===== src/rtl/dmem_pkg.sv =====
// Shared types and default widths for the SimpleRISC data-memory arbiter.
package dmem_pkg;

  localparam int DEF_ADDR_W = 32;
  localparam int DEF_DATA_W = 32;

  // Which port, if any, receives load data on the cycle after a grant.
  typedef enum logic [1:0] {
    RESP_NONE = 2'd0,
    RESP_CPU  = 2'd1,
    RESP_DBG  = 2'd2
  } resp_t;

endpackage


===== src/rtl/dmem_arbiter_starve_counter.sv =====
// Saturating 4-bit counter with synchronous clear and increment, used to
// bound how long a low-priority requester can be held off.
module starve_counter #(
  parameter int LIMIT = 4
) (
  input  logic clk,
  input  logic rst_n,
  input  logic clr,
  input  logic inc,
  output logic at_limit
);

  localparam logic [3:0] LIMIT_C = 4'(LIMIT);

  logic [3:0] cnt;

  // NOTE: sequential state uses non-blocking assignments so every flop
  // samples the pre-edge value of its inputs, independent of block order.
  always_ff @(posedge clk or negedge rst_n) begin
    if (!rst_n) begin
      cnt <= 4'd0;
    end else if (clr) begin
      cnt <= 4'd0;
    end else if (inc && (cnt != LIMIT_C)) begin
      cnt <= cnt + 4'd1;
    end
  end

  assign at_limit = (cnt == LIMIT_C);

endmodule


===== src/rtl/dmem_arbiter.sv =====
// Two-port arbiter for the single-port data memory: MA stage has priority,
// the debug/loader port wins once it has been starved for STARVE_LIMIT cycles.
module dmem_arbiter
  import dmem_pkg::*;
#(
  parameter int ADDR_W       = DEF_ADDR_W,
  parameter int DATA_W       = DEF_DATA_W,
  parameter int STARVE_LIMIT = 4
) (
  input  logic              clk,
  input  logic              rst_n,

  input  logic              cpu_req,
  input  logic              cpu_we,
  input  logic [ADDR_W-1:0] cpu_addr,
  input  logic [DATA_W-1:0] cpu_wdata,
  output logic              cpu_gnt,
  output logic              cpu_stall,
  output logic              cpu_rvalid,
  output logic [DATA_W-1:0] cpu_rdata,

  input  logic              dbg_req,
  input  logic              dbg_we,
  input  logic [ADDR_W-1:0] dbg_addr,
  input  logic [DATA_W-1:0] dbg_wdata,
  output logic              dbg_gnt,
  output logic              dbg_rvalid,
  output logic [DATA_W-1:0] dbg_rdata,

  output logic              mem_ld,
  output logic              mem_st,
  output logic [ADDR_W-1:0] mem_addr,
  output logic [DATA_W-1:0] mem_wdata,
  input  logic [DATA_W-1:0] mem_rdata
);

  logic  starve_at_limit;
  resp_t resp;
  resp_t resp_next;

  starve_counter #(
    .LIMIT (STARVE_LIMIT)
  ) u_starve (
    .clk      (clk),
    .rst_n    (rst_n),
    .clr      (~dbg_req | dbg_gnt),
    .inc      (dbg_req & ~dbg_gnt),
    .at_limit (starve_at_limit)
  );

  // NOTE: every output of this block gets a default first, so no path
  // through the if/else chain can leave a value held and infer a latch.
  always_comb begin
    cpu_gnt = 1'b0;
    dbg_gnt = 1'b0;
    if (dbg_req && starve_at_limit) begin
      dbg_gnt = 1'b1;
    end else if (cpu_req) begin
      cpu_gnt = 1'b1;
    end else if (dbg_req) begin
      dbg_gnt = 1'b1;
    end
  end

  assign cpu_stall = cpu_req & ~cpu_gnt;

  // Memory side is fully idle (all zero) when nobody is granted.
  always_comb begin
    mem_ld    = 1'b0;
    mem_st    = 1'b0;
    mem_addr  = '0;
    mem_wdata = '0;
    if (cpu_gnt) begin
      mem_ld    = ~cpu_we;
      mem_st    = cpu_we;
      mem_addr  = cpu_addr;
      mem_wdata = cpu_wdata;
    end else if (dbg_gnt) begin
      mem_ld    = ~dbg_we;
      mem_st    = dbg_we;
      mem_addr  = dbg_addr;
      mem_wdata = dbg_wdata;
    end
  end

  always_comb begin
    resp_next = RESP_NONE;
    if (cpu_gnt && !cpu_we) begin
      resp_next = RESP_CPU;
    end else if (dbg_gnt && !dbg_we) begin
      resp_next = RESP_DBG;
    end
  end

  // Read-data registers only load on their own port's granted load and
  // otherwise hold, so software can re-read the last value after rvalid drops.
  always_ff @(posedge clk or negedge rst_n) begin
    if (!rst_n) begin
      resp      <= RESP_NONE;
      cpu_rdata <= '0;
      dbg_rdata <= '0;
    end else begin
      resp <= resp_next;
      if (cpu_gnt && !cpu_we) begin
        cpu_rdata <= mem_rdata;
      end
      if (dbg_gnt && !dbg_we) begin
        dbg_rdata <= mem_rdata;
      end
    end
  end

  assign cpu_rvalid = (resp == RESP_CPU);
  assign dbg_rvalid = (resp == RESP_DBG);

endmodule

===== config.mk =====
export PLATFORM = sky130hd
export DESIGN_NAME = dmem_arbiter
export DESIGN_NICKNAME = d
export VERILOG_FILES = /design/src/rtl/dmem_pkg.sv /design/src/rtl/dmem_arbiter_starve_counter.sv /design/src/rtl/dmem_arbiter.sv
export SDC_FILE = /design/constraint.sdc
export NUM_CORES = 1
export LEC_CHECK = 0
export CORE_AREA = 3 3 117 119
export CTS_CLUSTER_DIAMETER = 200
export DETAILED_ROUTE_END_ITERATION = 6
export DIE_AREA = 0 0 120 122
export DONT_BUFFER_PORTS = 1
export PLACE_DENSITY_LB_ADDON = 0.3
export SLEW_MARGIN = 25
export SYNTH_ARGS = -nofsm -noshare
export SYNTH_HDL_FRONTEND = slang
export SYNTH_SLANG_ARGS = --single-unit

===== constraint.sdc =====
create_clock -name clk -period 2 [get_ports clk]
set_input_delay 0.4 -clock clk [delete_from_list [all_inputs] [get_ports clk]]
set_output_delay 0.4 -clock clk [all_outputs]
set_load 0.1 [all_outputs]

==> metrics.md, run 1 <==
| Metric | Value |
|---|---|
| Worst path slowest cell | `dfrtp_1` |
| Crit path launch type | `flip-flop` |
| EDFF count, synth | `0` |
| Mean Syn Cell Area | `13.6 um^2` |
| Initial antenna violation count | `0` |
| Worst-path cell chain | `inv_2, ha_4, nand3b_1, a21boi_4, buf_12, clkbuf_16, a22o_4` |
| Detailed placer's ending HPWL | `9390 um` |
| Total grt overflow | `0` |
| # fillers | `1173` |
| # clock sinks | `70` |
| PwrDens | `1270 mW/mm^2` |
| DRT iter0 DRCs | `80` |
| Vias in the first global route | `2591` |
| Syn Std Cell Area | `0.00333 mm^2` |
| Worst slew pin tran | `0.924 ns` |
| Setup ws final | `-0.335 ns` |
| CTS tree | `yes` |
| Syn nets | `413` |
| P_leak | `2.34 nW` |
| Period utilization | `117%` |
| Hold Crit Class | `in2async` |
| Clock Tree Buf Depth | `2` |
| Ranking of synthesized cells by area | `dfrtp_1, mux2_2, a22o_1, buf_2, mux2_1` |
| DRT Pass-1 Iters | `4` |
| Pint | `0.00334 W` |
| Flop pwr share | `50.6%` |
| Max Cap Viol | `0` |
| Worst slew margin | `38.4%` |
| CP Class | `reg2out` |
| Fin nets | `455` |
| Vias after detailed routing | `2412` |
| Area of placed instances | `0.00441 mm^2` |
| RSZ-0062 raised after global routing | `yes` |
| CTS Buf Count | `9` |
| Area share of the leading cell type in the synthesized netlist | `52.6%` |
| Final hold slack | `-0.234 ns` |
| Largest net degree at the start of global routing | `71` |
| Routed wire per std cell | `27.8 um` |
| Routed Antenna Nets | `0` |
| Initial core utilization | `26.3%` |
| Final setup viols | `68` |
| End of the worst register-to-register path | `dbg_rdata[4]` |
| Die Height | `122 um` |
| Die Wd | `120 um` |
| Failing checks | `hold timing, setup timing` |
| Critical path capture point type | `output port` |
| Asr flop ratio synth | `100%` |
| Slew Limit Fails | `0` |
| Synth area leader | `dfrtp_1` |
| First-pass GRT wire length | `16000 um` |
| P_sw | `0.00343 W` |
| Final GP Congestion | `0.756` |
| Clk_lat worst skew | `0.32 ns` |
| Status | `finished with violations` |
| DR vias/cell | `5.21` |
| Skew final | `0.00389 ns` |
| Most common library cells after synthesis | `dfrtp_1, a22o_1, mux2_2, buf_2` |
| Final instance area | `0.00533 mm^2` |
| WP data arrival | `1.93 ns` |
| Yosys warning count | `0` |
| Combinational Power Share | `24.5%` |
| Number of synthesized register bits | `70` |
| Placed Cells | `429` |
| Top-count cell post-synth | `dfrtp_1` |
| Port bufs | `0` |
| Area of the core | `0.0127 mm^2` |
| Cell variety after synth | `26` |
| Cell Rows | `41` |
| Share of cells above drive strength 1 | `71.1%` |
| Drt total wl | `12900 um` |
| Gr usage total | `14.7%` |
| Final hold viol count | `70` |
| Critical Path RT | `1.60 ns` |
| Maximum vdd drop | `824 uV` |
| Crit-path max FO | `7` |
| Clock power frac | `24.9%` |
| Area Growth Syn to Fin | `60.3%` |
| H-tree levels | `3` |
| Post-synth top flop | `dfrtp_1` |
| Max Clock Freq | `428 MHz` |
| CTS Root Buffer Type | `clkbuf_16` |
| Reg2reg path depth | `9` |
| Register area share after synthesis | `52.6%` |
| Worst r2r src | `u_starve.cnt[1]` |
| Die ar. | `0.0146 mm^2` |
| Worst path max stage delay | `0.39 ns` |
| Sw Share | `50.6%` |
| Post-Syn Instances | `245` |
| Clk pin slew, worst setup/hold paths | `0.06 ns` |
| Crit path buf inv count | `3` |
| Final Instance Count excl. Fillers | `463` |
| I/O pins | `301` |
| CP top delay family | `compound AO/OA/AOI/OAI gates` |
| Reg-to-reg slack, setup | `0.02 ns` |
| Min cycle time layout | `2.33 ns` |
| Ant diodes | `0` |
| DRC violations left | `0` |
-- cell type report --
class                           count  area [um^2]  area share, %
Sequential cell                    70         1750           32.8
Clock inverter                      5         83.8           1.57
Multi-Input combinational cell    151         2180           40.8
Tap cell                          172          215           4.03
Clock buffer                       10          239           4.48
Inverter                            4         15.0          0.281
Timing Repair Buffer               51          853           16.0
-- worst reg2reg max path, delay by kind of cell, from the launching register on --
family                     cells  cell delay [ns]
AOI/OAI and AO/OA              1             0.18
adders and majority gates      1             0.13
buffers and inverters          5             0.72
DFF                            1             0.39
muxes                          1             0.31
and+or+nand+nor                1             0.14
-- through the flow --
stage          util, %  TNS [ns]  power (W)  setup WS [ns]
3_5_place_dp      34.8    -0.910    0.00492        -0.0552
6_report          42.1    -20.65    0.00677         -0.335
5_1_grt           42.1    -26.76    0.00697         -0.418
3_3_place_gp      34.8   -0.0621    0.00490        -0.0212
2_1_floorplan        -     -5.34    0.00468         -0.254
4_1_cts           38.8    -23.33    0.00668         -0.385
-- cell families (layout without fill, tap and decap cells) --
kind of cell / after synthesis / after routing / synth area share [%]
AOI/OAI and AO/OA: 67 / 67 / 17.6
adders and majority gates: 2 / 2 / 0.752
xor gates and xnor gates: 2 / 2 / 0.526
muxes: 64 / 64 / 21.7
buffers and inverters: 24 / 70 / 4.17
DFF: 70 / 70 / 52.6
and+or+nand+nor: 16 / 16 / 2.67
-- repair_timing --
item | 4_1_cts | 5_1_grt
endpoints found under the hold margin | 70 | 70
resized for setup | 12 | 52
setup buffers | 4 | 3
setup endpoints to repair | 68 | 101
pin swaps | 7 | 12
gates cloned | 3 | 9
-- power by group through the flow --
stage	registers, W	logic [W]	clock network (W)
after global routing	0.00345	0.00171	0.00181
final	0.00342	0.00166	0.00169
after detailed placement	0.00344	0.00148	0
after CTS	0.00342	0.00152	0.00173
after global placement	0.00344	0.00146	0
after floorplan	0.00338	0.00130	0
-- layout by cell type, fill, tap and decap left out, drive strengths merged, types with 2 or more instances in the layout --
| cell type | n |
|---|---|
| dfrtp | 70 |
| ha | 2 |
| buf | 45 |
| nor2 | 4 |
| clkinvlp | 2 |
| nand3 | 2 |
| nor2b | 3 |
| a22o | 65 |
| bufinv | 2 |
| inv | 4 |
| clkbuf | 16 |
| mux2 | 64 |
-- worst max path at each step --
| stage | slack (ns) | endpoint | cells past startpoint | start |
|---|---|---|---|---|
| CTS | -0.39 | mem_addr[9] | 7 | u_starve.cnt[0] |
| global route | -0.42 | mem_addr[9] | 7 | u_starve.cnt[1] |
| global placement | -0.02 | mem_wdata[3] | 7 | u_starve.cnt[0] |
| finish | -0.33 | mem_wdata[13] | 7 | u_starve.cnt[1] |
| floorplan | -0.25 | mem_wdata[3] | 6 | u_starve.cnt[0] |
| detailed placement | -0.06 | mem_wdata[2] | 7 | u_starve.cnt[0] |
-- layer usage --
metal / track usage, % / share of wire (%) / vias up
li1: - / - / 1021
met1: 14.3 / 32 / 1211
met2: 26.6 / 53 / 167
met3: 8.77 / 13 / 13
met4: 3.87 / 1.6 / 0
met5: 0 / 0 / -
-- flip-flops by register name, indices dropped and copies added, names as in the netlist --
signal        cells
resp              2
u_starve.cnt      4
cpu_rdata        32
dbg_rdata        32
Power figures use the tool's default switching activity.
==> inputs of run 2 (changes only) <==
--- a/config.mk
+++ b/config.mk
@@ -10,6 +10,7 @@
 export DETAILED_ROUTE_END_ITERATION = 6
 export DIE_AREA = 0 0 120 122
 export DONT_BUFFER_PORTS = 1
+export GPL_TIMING_DRIVEN = 0
 export PLACE_DENSITY_LB_ADDON = 0.3
 export SLEW_MARGIN = 25
 export SYNTH_ARGS = -nofsm -noshare
==> run 2 against run 1 <==
Against the previous run:
- the run still ends with hold timing, setup timing left
- fmax fell by 2.4%
- hold slack barely moved
- clock skew barely moved
- flip-flop and latch count did not move
- register-to-register slack improved by 0.10 ns
- count of clock-buffer cells in the layout rose by 2
- sequential share of layout area rose by 3.0 points
- critical endpoint is now mem_addr[26]
==> metrics.md, run 2 (synthesis gave the netlist of run 1 again) <==
| Metric | Value |
|---|---|
| Worst r2r src | `u_starve.cnt[1] (unchanged)` |
| Initial antenna violation count | `0 (unchanged)` |
| Final GP Congestion | `0.807 (was 0.756)` |
| Final Util | `38.5% (was 42.1%)` |
| DR vias/cell | `5.22 (was 5.21)` |
| DRT Pass-1 Iters | `4 (unchanged)` |
| Worst-path cell chain | `inv_2, ha_4, nand3b_1, a21boi_4, buf_6, buf_6, buf_12, a22o_4 (was inv_2, ha_4, nand3b_1, a21boi_4, buf_12, clkbuf_16, a22o_4)` |
| Largest net degree at the start of global routing | `71 (unchanged)` |
| Die Height | `122 um (unchanged)` |
| Setup ws final | `-0.393 ns (was -0.335 ns)` |
| CTS Root Buffer Type | `clkbuf_16 (unchanged)` |
| Area Growth Syn to Fin | `46.7% (was 60.3%)` |
| # fillers | `1217 (was 1173)` |
| Ant diodes | `0 (unchanged)` |
| PwrDens | `1290 mW/mm^2 (was 1270 mW/mm^2)` |
| First-pass GRT wire length | `17000 um (was 16000 um)` |
| Initial core utilization | `26.3% (unchanged)` |
| Vias in the first global route | `2696 (was 2591)` |
| Final setup viols | `68 (unchanged)` |
| Area of placed instances | `0.00408 mm^2 (was 0.00441 mm^2)` |
| Routed wire per std cell | `27.3 um (was 27.8 um)` |
| Max Clock Freq | `418 MHz (was 428 MHz)` |
| Fin nets | `446 (was 455)` |
| Most common cell after layout, fill and taps aside | `dfrtp_1 (unchanged)` |
| DRC violations left | `0 (unchanged)` |
| Hold Crit Class | `in2async (unchanged)` |
| Multi-input gate area | `0.00206 mm^2 (was 0.00218 mm^2)` |
| Port bufs | `0 (unchanged)` |
| Reg-to-reg slack, setup | `0.12 ns (was 0.02 ns)` |
| # clock sinks | `70 (unchanged)` |
| Critical Path RT | `1.60 ns (about the same)` |
| I/O pins | `301 (unchanged)` |
| Detailed placer's ending HPWL | `9890 um (was 9390 um)` |
| Final hold slack | `-0.234 ns (about the same)` |
| Area of the core | `0.0127 mm^2 (unchanged)` |
| Worst path slowest cell | `dfrtp_1 (unchanged)` |
| Critical path's most frequent cell | `buf_6` |
| Failing checks | `hold timing, setup timing (unchanged)` |
| Worst slew margin | `28.9% (was 38.4%)` |
| Gr usage total | `15.7% (was 14.7%)` |
| Cell Rows | `41 (unchanged)` |
| Max Cap Viol | `0 (unchanged)` |
| CTS Buf Count | `9 (unchanged)` |
| Crit-path max FO | `6 (was 7)` |
| Worst slew pin tran | `1.06 ns (was 0.924 ns)` |
| CP Class | `reg2out (unchanged)` |
| Clock Tree Buf Depth | `2 (unchanged)` |
| Total grt overflow | `0 (unchanged)` |
| Final instance area | `0.00488 mm^2 (was 0.00533 mm^2)` |
| RSZ-0062 raised after global routing | `yes (unchanged)` |
| Most frequent cells in the layout | `dfrtp_1, a22o_4, mux2_2 (was dfrtp_1, a22o_4, mux2_4, mux2_2, buf_12)` |
| Crit path launch type | `flip-flop (unchanged)` |
| Share of cells above drive strength 1 | `67.8% (was 71.1%)` |
| Routed Antenna Nets | `0 (unchanged)` |
| Clk pin slew, worst setup/hold paths | `0.05 ns (was 0.06 ns)` |
| Period utilization | `120% (was 117%)` |
| Slew Limit Fails | `0 (unchanged)` |
| Final hold viol count | `70 (unchanged)` |
| Skew final | `0.00421 ns (was 0.00389 ns)` |
| Critical path capture point type | `output port (unchanged)` |
| DRT iter0 DRCs | `57 (was 80)` |
| Reg2reg path depth | `8 (was 9)` |
| Min cycle time layout | `2.39 ns (was 2.33 ns)` |
| Die ar. | `0.0146 mm^2 (unchanged)` |
| Vias after detailed routing | `2377 (was 2412)` |
| P_leak | `2.11 nW (was 2.34 nW)` |
| Maximum vdd drop | `825 uV (was 824 uV)` |
| Biggest regs | `cpu_rdata (32), dbg_rdata (32), u_starve.cnt (4) (unchanged)` |
| Drt total wl | `12400 um (was 12900 um)` |
| Setup slack after placement | `-0.643 ns (was -0.0552 ns)` |
| FF+latch area | `0.00175 mm^2 (unchanged)` |
| Die Wd | `120 um (unchanged)` |
| Status | `finished with violations (unchanged)` |
| H-tree levels | `3 (unchanged)` |
| Clk_lat worst skew | `0.33 ns (was 0.32 ns)` |
| Worst path max stage delay | `0.38 ns (was 0.39 ns)` |
| End of the worst register-to-register path | `dbg_rdata[2] (was dbg_rdata[4])` |
| CTS tree | `yes (unchanged)` |
| WP data arrival | `1.99 ns (was 1.93 ns)` |
-- run 2: cell types whose count changed in the layout (fill, tap and decap cells not counted), moves of 4 or more --
cell and delta:
mux2_4 -32, mux2_2 +28, buf_12 -12, buf_6 +5
clkbuf_16 -4, mux2_1 +4
-- run 2: metrics by stage --
step	power, W	setup TNS, ns	instances
floorplan	0.00468	-5.34	245
global placement	0.00481	-21.04	417
detailed placement	0.00483	-23.34	417
CTS	0.00635	-29.15	454
global route	0.00650	-28.91	455
finish	0.00631	-23.47	455
-- run 2: per-layer routing --
layer | vias to the layer above | track usage, % | wire (um)
met5 | - | 0 | 0
li1 | 999 | - | -
met2 | 183 | 27.8 | 6430
met1 | 1171 | 14.4 | 3860
met4 | 0 | 7.87 | 436
met3 | 24 | 9.15 | 1720
-- run 2: layout make-up --
type | count | area share, %
tap | 172 | 4.41
buffer | 16 | 4.95
clock buffer | 12 | 4.84
inverter | 4 | 0.308
timing repair buffer | 26 | 6.97
sequential | 70 | 35.9
clock inverter | 4 | 0.487
multi-input combinational | 151 | 42.2
-- run 2: worst max-delay path by stage --
stage	slack, ns	to	from	cells past startpoint
2_1_floorplan	-0.25	mem_wdata[3]	u_starve.cnt[0]	6
3_3_place_gp	-0.60	mem_wdata[3]	u_starve.cnt[0]	6
3_5_place_dp	-0.64	mem_wdata[3]	u_starve.cnt[0]	6
4_1_cts	-0.48	mem_addr[26]	u_starve.cnt[1]	8
5_1_grt	-0.48	mem_addr[26]	u_starve.cnt[1]	8
6_report	-0.39	mem_addr[26]	u_starve.cnt[1]	8
-- run 2: repair_timing --
| item | CTS | global route |
|---|---|---|
| pin swaps | 23 | 26 |
| cloned | 4 | 2 |
| endpoints found under the setup margin | 117 | 109 |
| hold endpoints to repair | 70 | 70 |
| gates resized for setup | 51 | 23 |
| setup buffers | 18 | 3 |
-- run 2: power breakdown --
part           total, W  internal, W  switching [W]
Clock           0.00140     0.000835       0.000563
Combinational   0.00150     0.000483        0.00101
Sequential      0.00341      0.00160        0.00181
-- run 2: critical path: cells and delay by family, from the launching register on --
family | cells | cell delay [ns]
adders and majority gates | 1 | 0.13
AOI/OAI and AO/OA | 2 | 0.51
DFF | 1 | 0.38
buffers and inverters | 4 | 0.50
and+or+nand+nor | 1 | 0.13
==> variant (config.mk and constraints of run 2) <==
Change the package constant `DEF_ADDR_W` from 32 to 28.
--- a/src/rtl/dmem_pkg.sv
+++ b/src/rtl/dmem_pkg.sv
@@ -1,7 +1,7 @@
 // Shared types and default widths for the SimpleRISC data-memory arbiter.
 package dmem_pkg;
 
-  localparam int DEF_ADDR_W = 32;
+  localparam int DEF_ADDR_W = 28;
   localparam int DEF_DATA_W = 32;
 
   // Which port, if any, receives load data on the cycle after a grant.
Interface: changed (resized cpu_addr, dbg_addr and mem_addr); port bits go from 301 to 289. The function was not compared with the original's and may differ.
==> variant against run 2 <==
  * The run still ends with hold timing, setup timing left
  * Count of clock-buffer cells in the layout stayed put
  * Wire length is 6.9% lower
  * Sequential cell count stayed put
  * Synthesized area is 0.98% lower
  * Total power is 0.62% lower
  * Combinational power is 5% lower
  * Worst setup slack better by 0.012 ns
  * Die area stayed put
  * Cell area is 0.36% lower
  * Critical endpoint is now mem_addr[4]
  * Largest power group unchanged
==> variant: results (changes against run 2) <==
** Hold path
- Hold Crit Class :: primary input to async pin

** Synthesis
- The distinct cell type count after synthesis was 25 (-3.8%).
- Top_reg_cell synth :: dfrtp_1
- Mux share of post-synthesis cell area :: 0.2187 (+0.002137)
- The sequential area share after synthesis was 0.5315 (+0.005195).
- The share of synthesized flip-flops with an asynchronous set or reset is 1.000 (unchanged).
- The total number of yosys warnings was 0 (unchanged).
- Commonest cells post-synth :: dfrtp_1, a22o_1, mux2_2, buf_2, mux2_1
- The post-synthesis xor/xnor area fraction was 0.005315 (+0.00005195).
- Compound-Gate Fraction of Synth Area :: 0.1705 (-0.005477)
- Largest cells by area after synthesis :: dfrtp_1, mux2_2, a22o_1
- Syn nets :: 399 (-3.4%)
- The adder and majority cell fraction of the synthesized area is 0.007593 (+0.00007422).

** Final layout
- The net total in the final layout is 432 (-3.1%).
- Count of inserted antenna diode cells :: 0 (unchanged)
- Share of final-layout standard cells stronger than drive strength 1 :: 0.6496 (-0.02881)
- The largest registers in the layout are cpu_rdata x32, dbg_rdata x32, u_starve.cnt x4.

** Detailed routing
- Top routing layer used :: met4
- DRT iter0 DRCs :: 69 (+21%)
- The met1 wire length was 4.115 mm (+6.7%).
- The wire length on met2 is 6.040 mm (-6.0%).
- Vias per cell :: 5.161 (-1.2%)
- The wire length per cell is 25.97 um (-5.0%).
- The met3 wirelength from detailed routing is 1.296 mm (-25%).

** Clock network
- The number of buffers created by CTS came to 9 (unchanged).
- The deepest level of the CTS H-tree was 3 (unchanged).
- The clock transition at the registers of the reported paths is 0.05 ns (about the same).
- Number of buffers on the longest clock path :: 2 (unchanged)
- Post-CTS Setup Inserts :: 15 (-3)
- The number of instances resized during post-cts repair came to 51 (unchanged).
- The clock reaches the later pin of the worst-skew pair after 0.32 ns.
- The root buffer cell chosen for the clock tree is clkbuf_16.

** Global routing
- The routing usage on met3 is 0.06685 (-0.02461).
- The global router's overall resource usage is 0.1515 (-0.005802).
- The met2 track utilization from global routing was 0.2666 (-0.01159).
- Wire length of the first global-routing pass :: 16.49 mm (-3.0%)
- Met1 GRT Util :: 0.1661 (+0.02253)
- The pin count of the biggest net entering global routing came to 71 (unchanged).
- Via count of the first global-routing pass :: 2668 (-1.0%)
- Initial antenna violation count :: 0 (unchanged)

** Timing
- Setup Viol. Count Final :: 84 (+24%)
- The worst clock skew was 0.003314 ns (-0.0008981 ns).
- The total negative setup slack came to -21.92 ns (+1.547 ns).
- Hold Slack :: -0.2322 ns (+0.001995 ns)
- Final-report hold violation count :: 70 (unchanged)
- Headroom to the max-slew limit :: 0.2868 (-0.001976)
- The worst-case setup margin in the final layout was -0.3815 ns (+0.01173 ns).

** Placement
- The weighted congestion reported at the end of routability-driven placement was 0.8587 (+6.5%).
- Post-detail-place hpwl :: 8.923 mm (-9.8%)
- The count of input and output buffers is 0 (unchanged).

** Power
- The static leakage was 0.002100 uW (-0.30%).
- Largest voltage drop on the vdd net :: 809.9 uV (-1.8%)

** Status
- The final reports fail on hold timing, setup timing.
- Status :: finished with violations

** Critical path
- The startpoint identified for the worst register-to-register timing path is u_starve.cnt[0].
- The maximum net fanout on the critical path was 5 (-1).
## variant: cell types whose count changed after synthesis, sizes merged
cell    delta
and2b      +1
clkbuf     -3
nor2b      -1
buf        +1
a22o       -4
## variant: power by group
part | total, uW | internal, uW | switching [uW]
Combinational | 1430 | 474 | 957
Sequential | 3420 | 1600 | 1820
Clock | 1420 | 885 | 535
Total | 6270 | 2960 | 3310
## variant: worst paths after layout
| kind | slack (ns) | depth (start not counted) | endpoint |
|---|---|---|---|
| max | -0.38 | 7 | mem_addr[4] |
| min | -0.23 | 0 | dbg_rdata[16] |
| max reg2reg | -0.02 | 9 | dbg_rdata[5] |
| min reg2reg | 0.56 | 2 | u_starve.cnt[3] |
| max in group asynchronous | 2.13 | 0 | cpu_rdata[1] |
| min in group clk | 0.21 | 1 | dbg_rdata[20] |
## variant: critical path, cell delays in order, from the launching register on
cell and delay, ns:
dfrtp_1 0.38, inv_1 0.06, ha_2 0.17, nand4b_1 0.13
and2_4 0.24, buf_12 0.15, clkbuf_16 0.15, a22o_4 0.37
## variant: per-stage QoR
step	setup WS [ns]	hold WS, ns	total power [uW]	std cells	instance area (um2)
after floorplan	-0.2373	0.1044	4614	239	3826
after global placement	-0.5236	0.1061	4746	411	4041
after detailed placement	-0.5674	0.1057	4763	411	4041
after CTS	-0.4099	-0.2487	6330	442	4787
after global routing	-0.4867	-0.2511	6472	446	4865
final	-0.3815	-0.2322	6269	446	4865
## variant: cell type report
cell class                      instances  area (um2)
Buffer                                 16       249.0
Sequential cell                        70        1752
Multi-Input combinational cell        147        1993
Clock inverter                          1       7.507
Clock buffer                           12       256.5
Fill cell                            1200        7806
Tap cell                              172       215.2
Inverter                                4       20.02
Timing Repair Buffer                   24       371.6
